`src/rtl/punc_exec_pkg.sv`:
```
// Shared opcodes and FSM state encoding for the PUnC execute stage.
package punc_exec_pkg;

  localparam logic [3:0] OP_ADD  = 4'd0;
  localparam logic [3:0] OP_SUB  = 4'd1;
  localparam logic [3:0] OP_AND  = 4'd2;
  localparam logic [3:0] OP_XOR  = 4'd3;
  localparam logic [3:0] OP_NOT  = 4'd4;
  localparam logic [3:0] OP_PASS = 4'd5;
  localparam logic [3:0] OP_SHL  = 4'd6;
  localparam logic [3:0] OP_SHR  = 4'd7;
  localparam logic [3:0] OP_SRA  = 4'd8;
  localparam logic [3:0] OP_MUL  = 4'd9;

  typedef enum logic [0:0] {
    StIdle,
    StMul
  } state_e;

endpackage

```
`src/rtl/punc_mul_iter.sv`:
```
// Iterative shift-add multiplier, one multiplier bit per cycle; low DATA_W bits of the product.
module punc_mul_iter #(
  parameter int unsigned DATA_W = 16
) (
  input  logic              clk,
  input  logic              rst,
  input  logic              start,
  input  logic [DATA_W-1:0] a,
  input  logic [DATA_W-1:0] b,
  output logic              done,
  output logic [DATA_W-1:0] product
);

  localparam int unsigned CntW = $clog2(DATA_W);

  logic [DATA_W-1:0] mcand_q, mplier_q, acc_q, acc_next;
  logic [CntW-1:0]   cnt_q;
  logic              run_q;

  // product includes the step being taken this cycle so the final bit needs no extra cycle
  assign acc_next = acc_q + (mplier_q[0] ? mcand_q : '0);
  assign product  = acc_next;
  assign done     = run_q && (cnt_q == CntW'(DATA_W - 1));

  always_ff @(posedge clk or posedge rst) begin
    if (rst) begin
      mcand_q  <= '0;
      mplier_q <= '0;
      acc_q    <= '0;
      cnt_q    <= '0;
      run_q    <= 1'b0;
    end else if (start) begin
      mcand_q  <= a;
      mplier_q <= b;
      acc_q    <= '0;
      cnt_q    <= '0;
      run_q    <= 1'b1;
    end else if (run_q) begin
      acc_q    <= acc_next;
      mcand_q  <= mcand_q << 1;
      mplier_q <= mplier_q >> 1;
      cnt_q    <= cnt_q + 1'b1;
      if (done) run_q <= 1'b0;
    end
  end

endmodule

```
`src/rtl/punc_exec_unit.sv`:
```
// Registered execute stage with valid/ready handshakes, condition codes and iterative multiply.
module punc_exec_unit
  import punc_exec_pkg::*;
#(
  parameter int unsigned DATA_W = 16,
  parameter bit          MUL_EN = 1'b1,
  parameter int unsigned SH_W   = 4
) (
  input  logic              clk,
  input  logic              rst,
  input  logic              in_valid,
  output logic              in_ready,
  input  logic [3:0]        op,
  input  logic [DATA_W-1:0] a,
  input  logic [DATA_W-1:0] b,
  input  logic [4:0]        imm5,
  input  logic              imm_sel,
  input  logic              cc_ld,
  output logic              out_valid,
  input  logic              out_ready,
  output logic [DATA_W-1:0] result,
  output logic              n,
  output logic              z,
  output logic              p,
  output logic              busy
);

  state_e            state_q, state_d;
  logic [DATA_W-1:0] result_q, result_d;
  logic              out_valid_q, out_valid_d;
  logic              n_q, n_d, z_q, z_d, p_q, p_d;
  logic              cc_ld_q, cc_ld_d;

  logic [DATA_W-1:0] b_eff, alu_res, load_val, mul_product;
  logic [SH_W-1:0]   sh;
  logic              accept, load, load_cc, mul_start, mul_done;

  assign b_eff  = imm_sel ? {{(DATA_W-5){imm5[4]}}, imm5} : b;
  assign sh     = b_eff[SH_W-1:0];
  assign busy   = (state_q == StMul);
  assign in_ready = (state_q == StIdle) && (!out_valid_q || out_ready);
  assign accept = in_valid && in_ready;

  always_comb begin
    alu_res = '0;
    case (op)
      OP_ADD:  alu_res = a + b_eff;
      OP_SUB:  alu_res = a - b_eff;
      OP_AND:  alu_res = a & b_eff;
      OP_XOR:  alu_res = a ^ b_eff;
      OP_NOT:  alu_res = ~a;
      OP_PASS: alu_res = a;
      OP_SHL:  alu_res = a << sh;
      OP_SHR:  alu_res = a >> sh;
      OP_SRA:  alu_res = DATA_W'($signed(a) >>> sh);
      default: alu_res = '0;  // also OP_MUL when the multiplier is not built
    endcase
  end

  if (MUL_EN) begin : g_mul
    punc_mul_iter #(
      .DATA_W(DATA_W)
    ) u_mul (
      .clk    (clk),
      .rst    (rst),
      .start  (mul_start),
      .a      (a),
      .b      (b_eff),
      .done   (mul_done),
      .product(mul_product)
    );
  end else begin : g_no_mul
    assign mul_done    = 1'b0;
    assign mul_product = '0;
  end

  always_comb begin
    state_d     = state_q;
    result_d    = result_q;
    out_valid_d = out_valid_q;
    cc_ld_d     = cc_ld_q;
    n_d         = n_q;
    z_d         = z_q;
    p_d         = p_q;
    load        = 1'b0;
    load_cc     = 1'b0;
    load_val    = '0;
    mul_start   = 1'b0;

    if (out_valid_q && out_ready) out_valid_d = 1'b0;

    unique case (state_q)
      StIdle: begin
        if (accept) begin
          cc_ld_d = cc_ld;
          if (MUL_EN && (op == OP_MUL)) begin
            mul_start = 1'b1;
            state_d   = StMul;
          end else begin
            load     = 1'b1;
            load_val = alu_res;
            load_cc  = cc_ld;
          end
        end
      end
      StMul: begin
        if (mul_done) begin
          state_d  = StIdle;
          load     = 1'b1;
          load_val = mul_product;
          load_cc  = cc_ld_q;
        end
      end
      default: state_d = StIdle;
    endcase

    // a fresh load wins over the handshake clear, giving back-to-back throughput
    if (load) begin
      result_d    = load_val;
      out_valid_d = 1'b1;
      if (load_cc) begin
        n_d = load_val[DATA_W-1];
        z_d = (load_val == '0);
        p_d = !load_val[DATA_W-1] && (load_val != '0);
      end
    end
  end

  always_ff @(posedge clk or posedge rst) begin
    if (rst) begin
      state_q     <= StIdle;
      result_q    <= '0;
      out_valid_q <= 1'b0;
      cc_ld_q     <= 1'b0;
      n_q         <= 1'b0;
      z_q         <= 1'b0;
      p_q         <= 1'b0;
    end else begin
      state_q     <= state_d;
      result_q    <= result_d;
      out_valid_q <= out_valid_d;
      cc_ld_q     <= cc_ld_d;
      n_q         <= n_d;
      z_q         <= z_d;
      p_q         <= p_d;
    end
  end

  assign result    = result_q;
  assign out_valid = out_valid_q;
  assign n         = n_q;
  assign z         = z_q;
  assign p         = p_q;

endmodule

```
`config.mk`:
```
export PLATFORM = sky130hd
export DESIGN_NAME = punc_exec_unit
export DESIGN_NICKNAME = d
export VERILOG_FILES = /design/src/rtl/punc_exec_pkg.sv /design/src/rtl/punc_mul_iter.sv /design/src/rtl/punc_exec_unit.sv
export SDC_FILE = /design/constraint.sdc
export NUM_CORES = 1
export LEC_CHECK = 0
export ABC_AREA = 1
export BUFFER_PORTS_ARGS = -buffer_cell sky130_fd_sc_hd__buf_2
export CAP_MARGIN = 20
export CORE_ASPECT_RATIO = 1.1
export CORE_MARGIN = 4
export CORE_UTILIZATION = 50
export CTS_CLUSTER_SIZE = 8
export DETAILED_ROUTE_END_ITERATION = 10
export GPL_ROUTABILITY_DRIVEN = 0
export PLACE_DENSITY = 0.69
export SLEW_MARGIN = 30
export SYNTH_ARGS = -nofsm -noshare
export SYNTH_HDL_FRONTEND = slang
export SYNTH_SLANG_ARGS = --single-unit
export TNS_END_PERCENT = 30
```
`constraint.sdc`:
```
create_clock -name clk -period 3.63 [get_ports clk]
set_input_delay 0.5445 -clock clk [delete_from_list [all_inputs] [get_ports clk]]
set_output_delay 0.5445 -clock clk [all_outputs]
set_load 0.01 [all_outputs]
```
==> results.md, run 1 <==
* PwrDens at 463 nW/um2
* Number of diodes at 0
* Fmax at 279 MHz
* Die Width at 127 um
* Core region area at 15200 um2
* Ys Warns at 0
* Pleak at 5.25 nW
* Share of layout cells above drive strength 1 at 0.177
* Placed cell count at 1595
* Count of input and output buffers at 68
* TritonCTS buffer count at 9
* Largest net degree at the start of global routing at 63
* Post-Syn Area at 7800 um2
* H-tree depth at 3
* Final #Nets at 1513
* Die area at 17700 um2
* Gate Count Post-Synth at 1272
* HP Class: in2async
* Slew HR at 0.483
* First-pass GRT wire length at 43.8 mm
* I/O pins at 69
* Congestion Overflow GR at 0
* Clk root buf: clkbuf_16
* Post-DP HPWL at 22.1 mm
* Total track usage at 0.311
* Final hold vios at 0
* Fin crit period at 3590 ps
* Sequential area share after synthesis at 0.241
* Pre-CTS WS at -477 ps
* Final wirelength at 28.0 mm
* Worst Max-Slew Pin Slew at 772 ps
* Total of max-cap violations at 0
* Peak VDD IR at 272 uV
* Final setup margin at 39.4 ps
* Synth Register Bits at 75
* DR vias at 9251
* CTS max path bufs at 2
* Critical Path RT at 3870 ps
* # clock sinks at 75
* Wire per inst at 17.3 um
* Post-cts hold buffer count at 0
* Vias in the first global route at 8698
* RSZ-0062 raised after global routing: yes
* Worst r2r path cells at 16
* Drt first pass iters at 5
* Rows at 47
* Net Count, Synth at 1370
* CP Data Arrival Time at 3830 ps
* Starting Density at 0.514
* Max-slew violations at 0
* Clock Skew at 6.45 ps
* Initial DRC Count at 987
* Util after Layout at 0.624
* Critical path fanouts, max at 6
* Final Non-Filler Cells at 1615
* Vias per cell at 5.73
* Critical Path Source Type: input port
* Crit share post-route at 0.989
* Final setup viols at 0
* Clock Pin Slew Worst Setup and Hold Paths at 60 ps
* Clock Latency Late Sink at 340 ps
* Critical path capture point type: flop
* CTS tree: built
* Critical setup path kind: in2reg
* DRC violation count after routing at 0
* Antenna viol nets, final at 0
* Final hold slack at 248 ps
* Mean area per synthesized cell at 6.13 um2
* Status: finished, final reports clean
* Netlist cell types at 46
* Initial antenna violation count at 0
* Die Ht at 139 um
* Area growth, synth to finish at 21.4%
[final timing paths]
check / slack (ps) / end / start
min reg2reg: 480 / g_mul.u_mul.mplier_q[9] / g_mul.u_mul.mplier_q[9]
max: 40 / p / imm_sel
max in group asynchronous: 2780 / g_mul.u_mul.mcand_q[14] / rst
min: 250 / g_mul.u_mul.run_q / rst
max reg2reg: 490 / p / g_mul.u_mul.mplier_q[0]
min in group clk: 410 / out_valid / out_ready
[layer usage]
| metal | vias up | global-route usage | share of wire |
|---|---|---|---|
| li1 | 4458 | - | - |
| met1 | 4202 | 0.384 | 0.40 |
| met2 | 474 | 0.520 | 0.47 |
| met3 | 117 | 0.0343 | 0.069 |
| met4 | 0 | 0.182 | 0.063 |
| met5 | - | 0 | 0 |
[stage by stage]
step | setup TNS [ps] | instance area [um2] | power (W)
after floorplan | 0 | 7820 | 0.00264
after global placement | -1230 | 8930 | 0.00332
after detailed placement | -1920 | 8930 | 0.00337
after CTS | 0 | 9260 | 0.00434
after global routing | -466 | 9470 | 0.00469
final | 0 | 9470 | 0.00439
[synth_stat cells, drive strengths merged]
cell type  instances  area (um2)
a21o               1        7.51
xor2              19         166
o221ai            11        96.3
buf               21         154
inv              128         490
a211oi             4        30.0
nor2             104         405
fa                 2        40.0
a22oi              6        45.0
nand4              9        56.3
a21boi             1        7.51
a31oi              1        6.26
nor3               5        30.0
o211ai            17         128
ha                49         613
clkbuf            21        78.8
and2               1        6.26
nand2            475        1830
or2                4        25.0
a32o               2        20.0
o22ai              2        12.5
dfrtp             75        1880
nand3b             5        37.5
o31ai              2        15.0
and3               1        6.26
o2111ai            1        8.76
a21oi             52         260
nand3            172         881
o21ai             63         319
a22o               7        61.3
xnor2              8        70.1
clkinv             3        11.3
[flip-flops by register name (all words and copies together) (netlist names)]
register and cells:
g_mul.u_mul.run_q 1, result 16, g_mul.u_mul.acc_q 16, n 1
z 1, busy 1, g_mul.u_mul.cnt_q 4, g_mul.u_mul.mplier_q 16
p 1, out_valid 1, cc_ld_q 1, g_mul.u_mul.mcand_q 16
[timing repair]
action / 4_1_cts / 5_1_grt
resized for setup: 3 / 49
setup endpoints to repair: 2 / 7
pin swaps: 0 / 22
endpoints found under the hold margin: 0 / 0
buffers inserted: 0 / 5
[power by group]
part           switching (W)  internal [W]  leakage (nW)
Clock               0.000353      0.000598         0.144
Sequential          0.000199       0.00115         0.991
Combinational        0.00131      0.000778          4.11
[critical path: stages]
cell,delay [ps]
buf_12,120
clkinv_8,50
nand2_4,50
nand2_4,90
ha_4,150
nand2_4,50
nor2_4,140
nand3_4,100
nor3_4,200
nand3_2,140
o31ai_4,250
xor2_1,100
ha_1,380
nand2_2,120
nor3_2,200
and2_1,170
nand2_2,70
nand2_1,60
nand2_1,50
nand3_1,60
nand4_1,130
a21oi_2,190
nand3_1,100
nor2_2,130
nand3_1,70
nand2_1,60
nand2_1,40
[cell usage in the layout, fill, tap and decap left out, types with 6 or more instances in the layout]
cell | synthesis | routed
o221ai_1 | 11 | 11
buf_4 | 2 | 104
xnor2_1 | 8 | 8
inv_1 | 123 | 117
nand4_1 | 9 | 9
inv_2 | 3 | 8
nand3_1 | 168 | 166
buf_2 | 12 | 64
a22oi_1 | 6 | 6
a21oi_1 | 52 | 48
dfrtp_1 | 75 | 75
a22o_1 | 7 | 7
xor2_1 | 19 | 19
o21ai_0 | 58 | 57
nor2_1 | 100 | 93
nand2_4 | 3 | 6
nand2_2 | 5 | 12
nand2_1 | 466 | 456
clkbuf_16 | 0 | 9
o211ai_1 | 17 | 17
nor2_2 | 3 | 8
ha_1 | 49 | 47
[area by class of cell]
class,count,area (um2)
sequential,75,1880
clock inverter,6,91.3
clock buffer,9,225
inverter,131,512
fill,1501,5700
tap,196,245
multi-input combinational,1024,5340
timing repair buffer,174,1180
[kinds of logic (layout without fill, tap and decap cells)]
logic type,after synthesis,count (layout),synth area share
flip-flops,75,75,0.241
AO/OA/AOI/OAI,170,170,0.130
XOR/XNOR,27,27,0.0303
adder cells (fa/ha/maj),51,51,0.0837
AND/OR/NAND/NOR,776,776,0.421
buffers and inverters,173,320,0.0942
Power figures use the tool's default switching activity.
==> inputs of run 2 (changes only) <==
Settings changed: CORE_MARGIN 4 to not set.
==> results.md, run 2 (synthesis results as in run 1) <==
* Initial DRC Count at 1070
* Fin crit period at 3540 ps
* CP Data Arrival Time at 3760 ps
* Count of input and output buffers at 68
* Critical setup path kind: in2reg
* H-tree depth at 3
* Peak VDD IR at 256 uV
* Final Non-Filler Cells at 1617
* Total of max-cap violations at 0
* CTS max path bufs at 2
* Final hold vios at 0
* Vias in the first global route at 8615
* Total track usage at 0.355
* Critical Path RT at 3860 ps
* Drt first pass iters at 6
* Initial antenna violation count at 0
* Final #Nets at 1514
* Critical path capture point type: flop
* Slew HR at 0.496
* DRC violation count after routing at 0
* Switching share of power at 0.433
* Die Width at 121 um
* Starting Density at 0.514
* Clk root buf: clkbuf_16
* # clock sinks at 75
* Post-cts hold buffer count at 0
* TritonCTS buffer count at 9
* Wire per inst at 17.1 um
* Placed cell count at 1594
* I/O pins at 69
* Critical Path Source Type: input port
* Final wirelength at 27.7 mm
* Antenna viol nets, final at 0
* Fmax at 283 MHz
* RSZ-0062 raised after global routing: yes
* Max stage delay on crit path at 360 ps
* Core region area at 15200 um2
* Sequential share of power at 0.319
* Max-slew violations at 0
* Crit share post-route at 0.975
* Critical path fanouts, max at 7
* Final setup viols at 0
* Post-DP HPWL at 21.4 mm
* Most used cell, CP: nand2_1
* Largest net degree at the start of global routing at 46
* Clock Pin Slew Worst Setup and Hold Paths at 60 ps
* Share of layout cells above drive strength 1 at 0.173
* Most frequent cells in the layout: nand2_1, nand3_1, inv_1, buf_4, nor2_1
* Vias per cell at 5.73
* Area growth, synth to finish at 20.9%
* Congestion Overflow GR at 0
* Cell Int Power at 0.00240 W
* Clk pwr share at 0.187
* Slowest CP cell: ha_1
* Pleak at 5.25 nW
* Sw Pwr at 0.00183 W
* PwrDens at 449 nW/um2
* CTS tree: built
* Number of diodes at 0
* Die area at 16100 um2
* DR vias at 9259
* Worst Max-Slew Pin Slew at 752 ps
* Die Ht at 133 um
* HP Class: in2async
* First-pass GRT wire length at 44.5 mm
* Commonest non-fill, non-tap cell in the layout: nand2_1
* Final hold slack at 302 ps
* Rows at 47
* Comb pwr share at 0.494
* Clock Latency Late Sink at 330 ps
* Status: finished, final reports clean
* Clock Skew at 4.47 ps
* Fillcell total at 1467
run 2: critical path: cells and delay by family:
kind            cells  cell delay, ps
simple gates       20            1990
fa+ha+maj           2             510
compound gates      2             440
buf+inv             2             170
xor+xnor            1             100
run 2: area by class of cell:
class	instances	area, um2	share of cell area
repair buffers	175	1210	0.129
clock buffers	14	244	0.0259
clock inverters	2	12.5	0.00133
well taps	196	245	0.0260
multi-input cells	1024	5330	0.565
flip-flops and latches	75	1880	0.199
inverters	131	507	0.0537
run 2: metal layers:
metal  global-route usage  share of wire
met4                0.223          0.065
met2                0.573           0.46
met1                0.448           0.39
met5                    0              0
met3               0.0435          0.082
run 2: final timing paths:
| path | to | startpoint | slack, ps | depth (start not counted) |
|---|---|---|---|---|
| setup / recovery | p | imm_sel | 90 | 27 |
| hold / removal | g_mul.u_mul.acc_q[2] | rst | 300 | 2 |
| setup reg to reg | p | g_mul.u_mul.mcand_q[0] | 490 | 16 |
| hold reg to reg | result[8] | result[8] | 480 | 2 |
| max in group asynchronous | busy | rst | 2650 | 3 |
| min in group clk | out_valid | out_ready | 420 | 2 |
run 2: what timing repair did:
action,CTS,global route
pin swaps,0,20
endpoints found under the setup margin,1,7
resized for setup,2,48
buffers inserted,0,7
run 2: through the flow:
step	area, um2	TNS [ps]	total power (W)	worst slack [ps]	util
finish	9430	0	0.00424	92.0	0.621
detailed placement	8950	-1610	0.00338	-406	0.590
floorplan	7820	0	0.00264	7.07	-
CTS	9210	0	0.00418	19.1	0.607
global placement	8950	-1040	0.00332	-321	0.590
global route	9430	-331	0.00455	-200	0.621
run 2: power by group through the flow:
| stage | clock (W) | combinational [W] | sequential, W |
|---|---|---|---|
| 4_1_cts | 0.000799 | 0.00203 | 0.00135 |
| 3_3_place_gp | 0 | 0.00198 | 0.00134 |
| 6_report | 0.000792 | 0.00209 | 0.00135 |
| 2_1_floorplan | 0 | 0.00128 | 0.00136 |
| 5_1_grt | 0.000836 | 0.00233 | 0.00139 |
| 3_5_place_dp | 0 | 0.00202 | 0.00136 |
